<file path="src/rtl/btn_press_decoder.sv">
// Classifies debounced button presses into short / long / double-click pulses, timed in ce ticks.
// Optional auto-repeat while held long: define BTN_PRESS_DECODER_REPEAT_EN.
module btn_press_decoder #(
  parameter int LONG_TICKS       = 500,
  parameter int DOUBLE_GAP_TICKS = 250,
  parameter int REPEAT_TICKS     = 100,
  parameter int CNT_W            = 10
) (
  input  logic clk,
  input  logic rst,
  input  logic ce,
  input  logic btn_level,
  output logic short_pulse,
  output logic long_pulse,
  output logic double_pulse,
  output logic repeat_pulse,
  output logic busy
);

  typedef enum logic [2:0] {
    S_IDLE,
    S_PRESSED,
    S_LONG,
    S_GAP,
    S_SECOND
  } state_t;

  localparam logic [CNT_W-1:0] LONG_LAST = CNT_W'(LONG_TICKS - 1);
  localparam logic [CNT_W-1:0] GAP_LAST  = CNT_W'(DOUBLE_GAP_TICKS - 1);

  if (LONG_TICKS < 2 || DOUBLE_GAP_TICKS < 2 || REPEAT_TICKS < 2) begin : g_bad_params
    $error("btn_press_decoder: tick parameters must be >= 2");
  end

  state_t           r_state;
  state_t           w_next_state;
  logic [CNT_W-1:0] r_cnt;
  logic [CNT_W-1:0] w_next_cnt;
  logic             r_short;
  logic             r_long;
  logic             r_double;
  logic             r_busy;
  logic             w_short;
  logic             w_long;
  logic             w_double;
  logic             w_repeat;

  always_ff @(posedge clk or posedge rst) begin
    if (rst) begin
      r_state  <= S_IDLE;
      r_cnt    <= '0;
      r_short  <= 1'b0;
      r_long   <= 1'b0;
      r_double <= 1'b0;
      r_busy   <= 1'b0;
    end else begin
      r_state  <= w_next_state;
      r_cnt    <= w_next_cnt;
      r_short  <= w_short;
      r_long   <= w_long;
      r_double <= w_double;
      r_busy   <= (w_next_state != S_IDLE);
    end
  end

  // Level checks win over the timer, so a release on the terminal tick is still a release.
  always_comb begin
    w_next_state = r_state;
    w_next_cnt   = r_cnt;
    case (r_state)
      S_IDLE: begin
        if (btn_level) w_next_state = S_PRESSED;
      end
      S_PRESSED: begin
        if (!btn_level)                   w_next_state = S_GAP;
        else if (ce && r_cnt == LONG_LAST) w_next_state = S_LONG;
        else if (ce)                      w_next_cnt   = r_cnt + CNT_W'(1);
      end
      S_LONG: begin
        if (!btn_level) w_next_state = S_IDLE;
`ifdef BTN_PRESS_DECODER_REPEAT_EN
        else if (ce && r_cnt == CNT_W'(REPEAT_TICKS - 1)) w_next_cnt = '0;
        else if (ce)                                      w_next_cnt = r_cnt + CNT_W'(1);
`endif
      end
      S_GAP: begin
        if (btn_level)                    w_next_state = S_SECOND;
        else if (ce && r_cnt == GAP_LAST) w_next_state = S_IDLE;
        else if (ce)                      w_next_cnt   = r_cnt + CNT_W'(1);
      end
      S_SECOND: begin
        if (!btn_level) w_next_state = S_IDLE;
      end
      default: w_next_state = S_IDLE;
    endcase
    if (w_next_state != r_state) w_next_cnt = '0;
  end

  always_comb begin
    w_long   = (r_state == S_PRESSED) && (w_next_state == S_LONG);
    w_short  = (r_state == S_GAP)     && (w_next_state == S_IDLE);
    w_double = (r_state == S_SECOND)  && (w_next_state == S_IDLE);
`ifdef BTN_PRESS_DECODER_REPEAT_EN
    w_repeat = (r_state == S_LONG) && btn_level && ce && (r_cnt == CNT_W'(REPEAT_TICKS - 1));
`else
    w_repeat = 1'b0;
`endif
  end

`ifdef BTN_PRESS_DECODER_REPEAT_EN
  logic r_repeat;

  always_ff @(posedge clk or posedge rst) begin
    if (rst) r_repeat <= 1'b0;
    else     r_repeat <= w_repeat;
  end

  assign repeat_pulse = r_repeat;
`else
  logic w_repeat_unused;
  assign w_repeat_unused = w_repeat;
  assign repeat_pulse    = 1'b0;
`endif

  assign short_pulse  = r_short;
  assign long_pulse   = r_long;
  assign double_pulse = r_double;
  assign busy         = r_busy;

endmodule

</file>
<file path="config.mk">
export PLATFORM = sky130hd
export DESIGN_NAME = btn_press_decoder
export DESIGN_NICKNAME = d
export VERILOG_FILES = /design/src/rtl/btn_press_decoder.sv
export SDC_FILE = /design/constraint.sdc
export NUM_CORES = 1
export LEC_CHECK = 0
export ABC_AREA = 1
export BUFFER_PORTS_ARGS = -buffer_cell sky130_fd_sc_hd__buf_2
export CORE_MARGIN = 5
export CORE_UTILIZATION = 61
export CTS_BUF_LIST = sky130_fd_sc_hd__clkbuf_4 sky130_fd_sc_hd__clkbuf_8
export DETAILED_ROUTE_END_ITERATION = 7
export PLACE_DENSITY_LB_ADDON = 0.3
export SETUP_SLACK_MARGIN = 0.02
export SLEW_MARGIN = 25
export SYNTH_ARGS = -nofsm -noshare
export SYNTH_HDL_FRONTEND = slang
export SYNTH_SLANG_ARGS = --single-unit
</file>
<file path="constraint.sdc">
create_clock -name clk -period 2.25 [get_ports clk]
set_clock_uncertainty 0.2 [all_clocks]
set_input_delay 0.1125 -clock clk [delete_from_list [all_inputs] [get_ports clk]]
set_output_delay 0.1125 -clock clk [all_outputs]
set_load 0.01 [all_outputs]
</file>
# Yosys cells after proc, flatten, opt, wreduce, memory -nomap -nowiden
# Index checks and enable logic that the tools add are counted.
[word_totals]
ff_bits = 17
inputBits = 4
out_inout_bits = 5
[classes]
addsub = 1
eq_ne = 12
muxes = 14
n_reduce_logical = 11
[ops]
columns = ["cell", "n"]
rows = [
  ["$mux 10", 6],
  ["$pmux 10 s2", 1],
  ["$mux 3", 6],
  ["$ne 3x3->1 const B", 4],
  ["$pmux 3 s4", 1],
  ["$add 10x1->10 const B", 1],
  ["$eq 10x8->1 const B", 1],
  ["$eq 10x9->1 const B", 1],
  ["$eq 3x2->1 const B", 3],
  ["$logic_not 3->1", 2],
  ["$reduce_bool 3->1", 2],
  ["$logic_and 1x1->1", 5],
  ["$reduce_and 5->1", 1],
  ["$eq 3x1->1 const B", 1],
  ["$eq 3x3->1 const B", 1],
  ["$ne 3x3->1", 1],
  ["$reduce_or 2->1", 1],
]

# Depth between registers and ports, before layout
# Gate-level depths: netlist of run 1.
[logic_depth]
depth_word = 8
ltp_mapped = 13
ltp_nobuf = 13

# Worst setup path before layout of run 1
# No wires, ideal clock.
[synth_path]
kind = "flip-flop to flip-flop"
start = "register r_cnt[0]"
end = "register r_cnt[0]"
t_arrival_ps = 1480
setup_slack_ps = 452
path_stages_with_launch = 12
n_path_buf = 0
path_cell_list = "dfrtp_1 ha_1 nand2_1 nor2_1 nand3_2 nand3_1 nand2_1 and2_1 nand2_1 inv_2 nand2_8 nor2_2"
[synth_via]
elab_chain_len = 8
elab_cells_between_ends = 24
[synth_lines]
columns = ["element", "line_no", "source"]
rows = [
  ["start: declaration", "37", "logic [CNT_W-1:0] r_cnt;"],
  ["start signal: assignment", "58", "r_cnt <= w_next_cnt;"],
  ["$eq 10x8->1 or $eq 10x9->1 (tied branches)", "88, 76", ""],
  ["$logic_and 1x1->1 (on tied branches)", "88, 76", ""],
  ["$mux 3 (on tied branches)", "88, 76", ""],
  ["$mux 3 (on tied branches)", "87, 75", ""],
  ["$pmux 3 s4", "70", "case (r_state)"],
  ["$ne 3x3->1", "96", "if (w_next_state != r_state) w_next_cnt = '0;"],
  ["$ne 3x3->1 (no source line) or $reduce_bool 3->1 (tied branches)", "--", ""],
  ["$reduce_and 5->1 (no source line)", "--", ""],
]
# Several ways; a longest one is shown, not always the timed one. The select of a mux whose other input is x is not followed.
# A chain may end at the register's enable or synchronous reset.

# Final worst setup path of run 1
[layout_path]
start = "register r_cnt[0]"
end = "register r_cnt[1]"
# Same word-level chain as after synthesis.

==> results of run 1 <==
## power by group
group / total, mW / switching, mW / leakage, nW / internal [mW]
Combinational: 0.584 / 0.405 / 0.282 / 0.179
Clock: 0.180 / 0.0992 / 0.0184 / 0.0811
Sequential: 0.405 / 0.0514 / 0.229 / 0.353
Total: 1.17 / 0.556 / 0.529 / 0.614
## cell usage after synthesis, types with 2 or more instances
library cell and count:
sky130_fd_sc_hd__dfrtp_1 17, sky130_fd_sc_hd__a21oi_1 3, sky130_fd_sc_hd__nand2_1 32, sky130_fd_sc_hd__nand3_1 7, sky130_fd_sc_hd__inv_1 15, sky130_fd_sc_hd__nor3_1 3
sky130_fd_sc_hd__nor2_2 11, sky130_fd_sc_hd__inv_2 4, sky130_fd_sc_hd__o21ai_2 5, sky130_fd_sc_hd__o21ai_1 2, sky130_fd_sc_hd__nand4_1 4, sky130_fd_sc_hd__o21bai_2 3
sky130_fd_sc_hd__ha_1 2, sky130_fd_sc_hd__nor2_4 2, sky130_fd_sc_hd__nor2_1 14, sky130_fd_sc_hd__nand4_2 2, sky130_fd_sc_hd__nand2_2 5
## routing by layer
| metal | part of all wire [%] | track usage [%] |
|---|---|---|
| met4 | 0.63 | 7.660 |
| met2 | 49 | 30.41 |
| met1 | 47 | 26.31 |
| met3 | 2.9 | 2.493 |
| met5 | 0 | 0 |
## worst max path at each step
stage          slack (ns)  endpoint  startpoint  cells after the start
2_1_floorplan        0.45  r_cnt[0]    r_cnt[0]                     11
3_3_place_gp         0.37  r_cnt[0]    r_cnt[0]                     11
3_5_place_dp         0.24  r_cnt[4]    r_cnt[0]                     11
4_1_cts              0.23  r_cnt[8]    r_cnt[0]                     11
5_1_grt              0.12  r_cnt[4]    r_cnt[0]                     11
6_report             0.23  r_cnt[1]    r_cnt[0]                     11
## per-stage QoR
stage	hold slack, ns	setup WS (ns)	util (%)	cell area (um^2)	power [mW]
after floorplan	-0.1614	0.4518	-	1161	0.8954
after global placement	0.01346	0.3671	68.01	1200	0.9707
after detailed placement	0.04345	0.2401	68.01	1200	0.9915
after CTS	0.1711	0.2290	70.85	1250	1.170
after global routing	0.2114	0.1156	70.85	1250	1.258
final	0.1796	0.2261	70.85	1250	1.169
## worst max-delay path, cell delays in order (launching register included)
cell and delay, ns:
sky130_fd_sc_hd__dfrtp_1 0.46, sky130_fd_sc_hd__ha_1 0.23, sky130_fd_sc_hd__nand2_1 0.07, sky130_fd_sc_hd__nor2_1 0.20, sky130_fd_sc_hd__nand3_2 0.11, sky130_fd_sc_hd__nand3_1 0.08
sky130_fd_sc_hd__nand2_1 0.12, sky130_fd_sc_hd__and2_1 0.17, sky130_fd_sc_hd__nand2_1 0.08, sky130_fd_sc_hd__inv_2 0.06, sky130_fd_sc_hd__nand2_8 0.11, sky130_fd_sc_hd__nor2_2 0.04
## layout make-up
class	instances	area (um^2)	share of cell area (%)
multi-input combinational	106	636.9	50.95
inverter	19	71.32	5.706
timing repair buffer	9	55.05	4.404
sequential	17	425.4	34.03
clock buffer	4	30.03	2.402
tap	25	31.28	2.503
## kinds of logic (layout without fill, tap and decap cells)
group           after synthesis  in the layout  synth area share, %
other cells                   1              1               0.3230
compound gates               15             15                10.13
simple gates                 87             87                40.84
xor+xnor                      1              1                1.401
fa+ha+maj                     2              2                2.155
flops                        17             17                36.64
buf+inv                      21             32                8.513
## sequential cells by signal (all words and copies together), names as in the netlist
register      flops
double_pulse      1
r_cnt            10
r_state           3
busy              1
short_pulse       1
long_pulse        1
==> Implementation_results.wiki, run 1 <==
{| class="wikitable"
! Metric !! Value
|-
| Status || finished, final reports clean
|-
| Final weighted congestion in routability-driven placement || 0.9086
|-
| Setup crit start kind || register
|-
| Cell type contributing the most total cell area after synthesis || sky130_fd_sc_hd__dfrtp_1
|-
| Summed instance area of the synthesized netlist || 1161 um^2
|-
| Data arrival time of the worst path || 2.02 ns
|-
| Fraction of final layout cells with drive strength greater than 1 || 31.61%
|-
| Mean number of vias per cell || 5.217
|-
| Total of warnings raised by yosys || 0
|-
| Clock H-tree levels || 1
|-
| Yosys cell types || 30
|-
| Setup repair after global routing missed its margin || no
|-
| Endpoint of the worst-slack reg-to-reg timing path || r_cnt[1]
|-
| Final Non-Filler Cells || 180
|-
| Routed WL || 2208 um
|-
| Wire length of the first global-routing pass || 4002 um
|-
| Path category of the worst min-delay check || input pin to register
|-
| Post-DR wirelength/cell || 12.27 um
|-
| Post-detailed-route count of antenna-violating nets || 0
|-
| HPWL after DPL || 1737 um
|-
| Nets@finish || 162
|-
| Die H || 53.63 um
|-
| Worst Reg2Reg Path Length in Cells || 11
|-
| Class of the most critical setup path || register to register
|-
| Starting density of the core || 65.82%
|-
| Cells taking the most area after synthesis || sky130_fd_sc_hd__dfrtp_1, sky130_fd_sc_hd__nand2_1, sky130_fd_sc_hd__nor2_2
|-
| Clock-pin transition on the worst setup and hold timing paths || 0.10 ns
|-
| Leakage power || 0.5292 nW
|-
| Top-area cell type share of the netlist area || 36.64%
|-
| Destination of the worst hold path || r_state[0]
|-
| Number of placed instances, taps included || 174
|-
| Worst slew pin tran || 0.6526 ns
|-
| Fillers || 162
|-
| Period minus WS final || 2.024 ns
|-
| CTS Sinks || 17
|-
| Peak supply drop || 0.7241 mV
|-
| Residual DRC || 0
|-
| Final hold viol count || 0
|-
| Worst hold path stage count || 6
|-
| Area of the core || 1764 um^2
|-
| Final number of max-transition violations || 0
|-
| Total number of placement rows || 15
|-
| Setup slack of the worst register-to-register path || 0.23 ns
|-
| Max Clock Freq || 494.1 MHz
|-
| Clk root buf || sky130_fd_sc_hd__clkbuf_4
|-
| Number of I/O port buffers || 7
|-
| Number of enable flip-flop cells after synthesis || 0
|-
| Overflow left after global routing || 0
|-
| Asr flop ratio synth || 100.0%
|-
| Iteration-0 DRC count of the detailed router || 21
|-
| Share of synthesized area occupied by flip-flops and latches || 36.64%
|-
| Maximum buffer depth of the clock tree || 2
|-
| Count of final setup violators || 0
|-
| Setup Buffers After CTS || 0
|-
| Count of instances resized after the clock tree is built || 0
|-
| Register bit count reported by yosys || 17
|-
| Post-synthesis instance total || 144
|-
| Top FF cell, synth || sky130_fd_sc_hd__dfrtp_1
|-
| I/O pin cnt || 9
|-
| GRT Resource Usage Total || 19.15%
|-
| Maximum number of pins on one net before global-route repair || 18
|-
| Final-layout setup total negative slack || 0 ns
|-
| Crit share post-route || 89.95%
|-
| TritonCTS clock tree || done
|-
| # hold bufs at CTS || 2
|-
| Antenna violations before repair || 0
|-
| Average footprint of a synthesized cell || 8.063 um^2
|-
| Area enclosed by the die boundary || 2876 um^2
|-
| Source of the worst hold timing path || ce
|-
| DR vias || 939
|-
| Max Cap Viol || 0
|-
| Number of nets in the synthesized netlist || 150
|-
| Critical path required time || 2.25 ns
|-
| DRT Pass-1 Iters || 6
|-
| Power Dens Cells || 935.4 nW/um^2
|-
| Launching point of the worst reg2reg path || r_cnt[0]
|-
| Via count of the first global-routing pass || 936
|-
| Clock latency reported for the late side of the worst-skew pair || 0.29 ns
|-
| Most frequent cells in the layout || sky130_fd_sc_hd__nand2_1, sky130_fd_sc_hd__dfrtp_1, sky130_fd_sc_hd__inv_1, sky130_fd_sc_hd__nor2_1, sky130_fd_sc_hd__nor2_2
|-
| Number of CTS-inserted buffers || 3
|-
| Max-slew headroom at the worst pin || 56.45%
|-
| Nature of the critical path endpoint || register
|-
| Die width || 53.63 um
|-
| P&R area growth vs syn || 7.651%
|-
| Most frequent standard cell in the layout excluding fill and tap cells || sky130_fd_sc_hd__nand2_1
|-
| Number of antenna cells inserted || 0
|-
| CP max FO || 10
|}
(Power assumes the default switching activity.)
==> run 2, diff against run 1 <==
Settings changed: CORE_UTILIZATION 61 to 45.
==> run 2 against run 1 <==
Global-route usage shrank 5.1 points. Register-to-register slack better by 0.02 ns. Count of clock-buffer cells in the layout unchanged. Critical path depth is 1 lower. Sequential cell count stayed put. Critical path type unchanged. Largest cell class unchanged. Largest power group unchanged.
==> Implementation_results.wiki, run 2 (synthesis results as in run 1) <==
{| class="wikitable"
! Metric !! Value
|-
| Setup slack of the worst register-to-register path || 0.24 ns (was 0.23 ns)
|-
| Number of I/O port buffers || 7 (unchanged)
|-
| Number of antenna cells inserted || 0 (unchanged)
|-
| Power, Total || 1.159 mW (was 1.169 mW)
|-
| Status || finished, final reports clean (unchanged)
|-
| Maximum number of pins on one net before global-route repair || 18 (unchanged)
|-
| TritonCTS clock tree || done (unchanged)
|-
| Most frequent cells in the layout || sky130_fd_sc_hd__nand2_1, sky130_fd_sc_hd__dfrtp_1, sky130_fd_sc_hd__inv_1, sky130_fd_sc_hd__nor2_1, sky130_fd_sc_hd__nor2_2 (unchanged)
|-
| Most frequent standard cell in the layout excluding fill and tap cells || sky130_fd_sc_hd__nand2_1 (unchanged)
|-
| Area of the core || 2477 um^2 (was 1764 um^2)
|-
| Final-layout setup total negative slack || 0 ns (unchanged)
|-
| CP max FO || 10 (unchanged)
|-
| Mean number of vias per cell || 4.984 (was 5.217)
|-
| GRT Resource Usage Total || 14.05% (was 19.15%)
|-
| DRT Pass-1 Iters || 4 (was 6)
|-
| Area enclosed by the die boundary || 3696 um^2 (was 2876 um^2)
|-
| Source of the worst hold timing path || ce (unchanged)
|-
| Worst hold path stage count || 6 (unchanged)
|-
| Fraction of final layout cells with drive strength greater than 1 || 31.61% (unchanged)
|-
| Nature of the critical path endpoint || register (unchanged)
|-
| Setup Buffers After CTS || 0 (unchanged)
|-
| I/O pin cnt || 9 (unchanged)
|-
| Endpoint of the worst-slack reg-to-reg timing path || r_cnt[2] (was r_cnt[1])
|-
| Crit share post-route || 89.14% (was 89.95%)
|-
| Crit path launch || r_cnt[0] (unchanged)
|-
| Post-DR wirelength/cell || 11.91 um (was 12.27 um)
|-
| Total number of placement rows || 18 (was 15)
|-
| Power Dens Cells || 922.4 nW/um^2 (was 935.4 nW/um^2)
|-
| Maximum buffer depth of the clock tree || 2 (unchanged)
|-
| Clk root buf || sky130_fd_sc_hd__clkbuf_4 (unchanged)
|-
| Period minus WS final || 2.006 ns (was 2.024 ns)
|-
| Final number of max-transition violations || 0 (unchanged)
|-
| Count of instances resized after the clock tree is built || 0 (unchanged)
|-
| Number of flip-flops in the largest register || 10 (unchanged)
|-
| Routed WL || 2204 um (was 2208 um)
|-
| # hold bufs at CTS || 2 (unchanged)
|-
| Class of the most critical setup path || register to register (unchanged)
|-
| Nets@finish || 162 (unchanged)
|-
| Top Registers || r_cnt x10, r_state x3 (unchanged)
|-
| Die width || 60.80 um (was 53.63 um)
|-
| Max Clock Freq || 498.6 MHz (was 494.1 MHz)
|-
| Worst slew pin tran || 0.6630 ns (was 0.6526 ns)
|-
| Register ranked first by flip-flop count || r_cnt (unchanged)
|-
| Worst Reg2Reg Path Length in Cells || 10 (was 11)
|-
| Setup repair after global routing missed its margin || no (unchanged)
|-
| Max-slew headroom at the worst pin || 55.75% (was 56.45%)
|-
| Die H || 60.80 um (was 53.63 um)
|-
| Number of CTS-inserted buffers || 3 (unchanged)
|-
| Post-detailed-route count of antenna-violating nets || 0 (unchanged)
|-
| Layout Utilization || 50.71% (was 70.85%)
|-
| Path category of the worst min-delay check || input pin to register (unchanged)
|-
| Iteration-0 DRC count of the detailed router || 45 (was 21)
|-
| Wire length of the first global-routing pass || 3891 um (was 4002 um)
|-
| Clock H-tree levels || 1 (unchanged)
|-
| Count of final setup violators || 0 (unchanged)
|-
| Final hold viol count || 0 (unchanged)
|-
| Clock-pin transition on the worst setup and hold timing paths || 0.10 ns (about the same)
|-
| Overflow left after global routing || 0 (unchanged)
|-
| Residual DRC || 0 (unchanged)
|-
| CTS Sinks || 17 (unchanged)
|-
| Leakage power || 0.5292 nW (unchanged)
|-
| Starting density of the core || 46.87% (was 65.82%)
|-
| Critical path required time || 2.25 ns (about the same)
|-
| Final weighted congestion in routability-driven placement || 0.8261 (was 0.9086)
|-
| DR vias || 922 (was 939)
|-
| Clock latency reported for the late side of the worst-skew pair || 0.30 ns (was 0.29 ns)
|-
| Antenna violations before repair || 0 (unchanged)
|-
| Data arrival time of the worst path || 2.01 ns (was 2.02 ns)
|-
| Max Cap Viol || 0 (unchanged)
|-
| Peak supply drop || 0.6372 mV (was 0.7241 mV)
|-
| HPWL after DPL || 1654 um (was 1737 um)
|-
| P&R area growth vs syn || 8.189% (was 7.651%)
|-
| Destination of the worst hold path || r_state[0] (unchanged)
|-
| Via count of the first global-routing pass || 907 (was 936)
|-
| Setup crit start kind || register (unchanged)
|-
| Launching point of the worst reg2reg path || r_cnt[0] (unchanged)
|}
## run 2: worst max-delay path, cell delays in order, from the launching register on
cell and delay, ns:
sky130_fd_sc_hd__dfrtp_1 0.45, sky130_fd_sc_hd__ha_1 0.22, sky130_fd_sc_hd__nand2_1 0.06, sky130_fd_sc_hd__nor2_1 0.21
sky130_fd_sc_hd__nand3_2 0.12, sky130_fd_sc_hd__o21ai_2 0.18, sky130_fd_sc_hd__nand2_2 0.13, sky130_fd_sc_hd__nand2_2 0.10
sky130_fd_sc_hd__nand2_4 0.07, sky130_fd_sc_hd__nand2_8 0.13, sky130_fd_sc_hd__nor2_2 0.04
## run 2: through the flow
stage                     cell area [um^2]  cells  setup slack (ns)  hold slack (ns)
final                                 1256    185            0.2443           0.2046
after global routing                  1256    185           0.08889           0.2074
after CTS                             1256    185            0.2423           0.1859
after detailed placement              1206    179            0.2673          0.04042
after global placement                1206    179            0.3471          0.03335
after floorplan                       1161    144            0.4518          -0.1614
## run 2: routing by layer
layer	vias up	share of wire, %	global-route usage (%)
li1	476	-	-
met1	412	44	17.76
met2	29	48	22.90
met3	5	6.4	3.830
met4	0	1.2	5.263
met5	-	0	0
## run 2: worst max path at each step
stage | to | slack (ns) | cells after the start
6_report | r_cnt[2] | 0.24 | 10
3_3_place_gp | r_cnt[0] | 0.35 | 10
3_5_place_dp | r_cnt[0] | 0.27 | 11
5_1_grt | r_cnt[0] | 0.09 | 11
2_1_floorplan | r_cnt[0] | 0.45 | 11
4_1_cts | r_cnt[0] | 0.24 | 11
## run 2: cell type report
| class | instances | area (um^2) |
|---|---|---|
| Multi-Input combinational cell | 106 | 636.9 |
| Timing Repair Buffer | 9 | 55.05 |
| Fill cell | 251 | 1221 |
| Clock buffer | 4 | 30.03 |
| Sequential cell | 17 | 425.4 |
| Tap cell | 30 | 37.54 |
| Inverter | 19 | 71.32 |
## run 2: report_power, final
group | total (mW) | internal (mW) | switching (mW)
clock network | 0.184 | 0.0813 | 0.102
logic | 0.573 | 0.180 | 0.394
registers | 0.402 | 0.353 | 0.0485
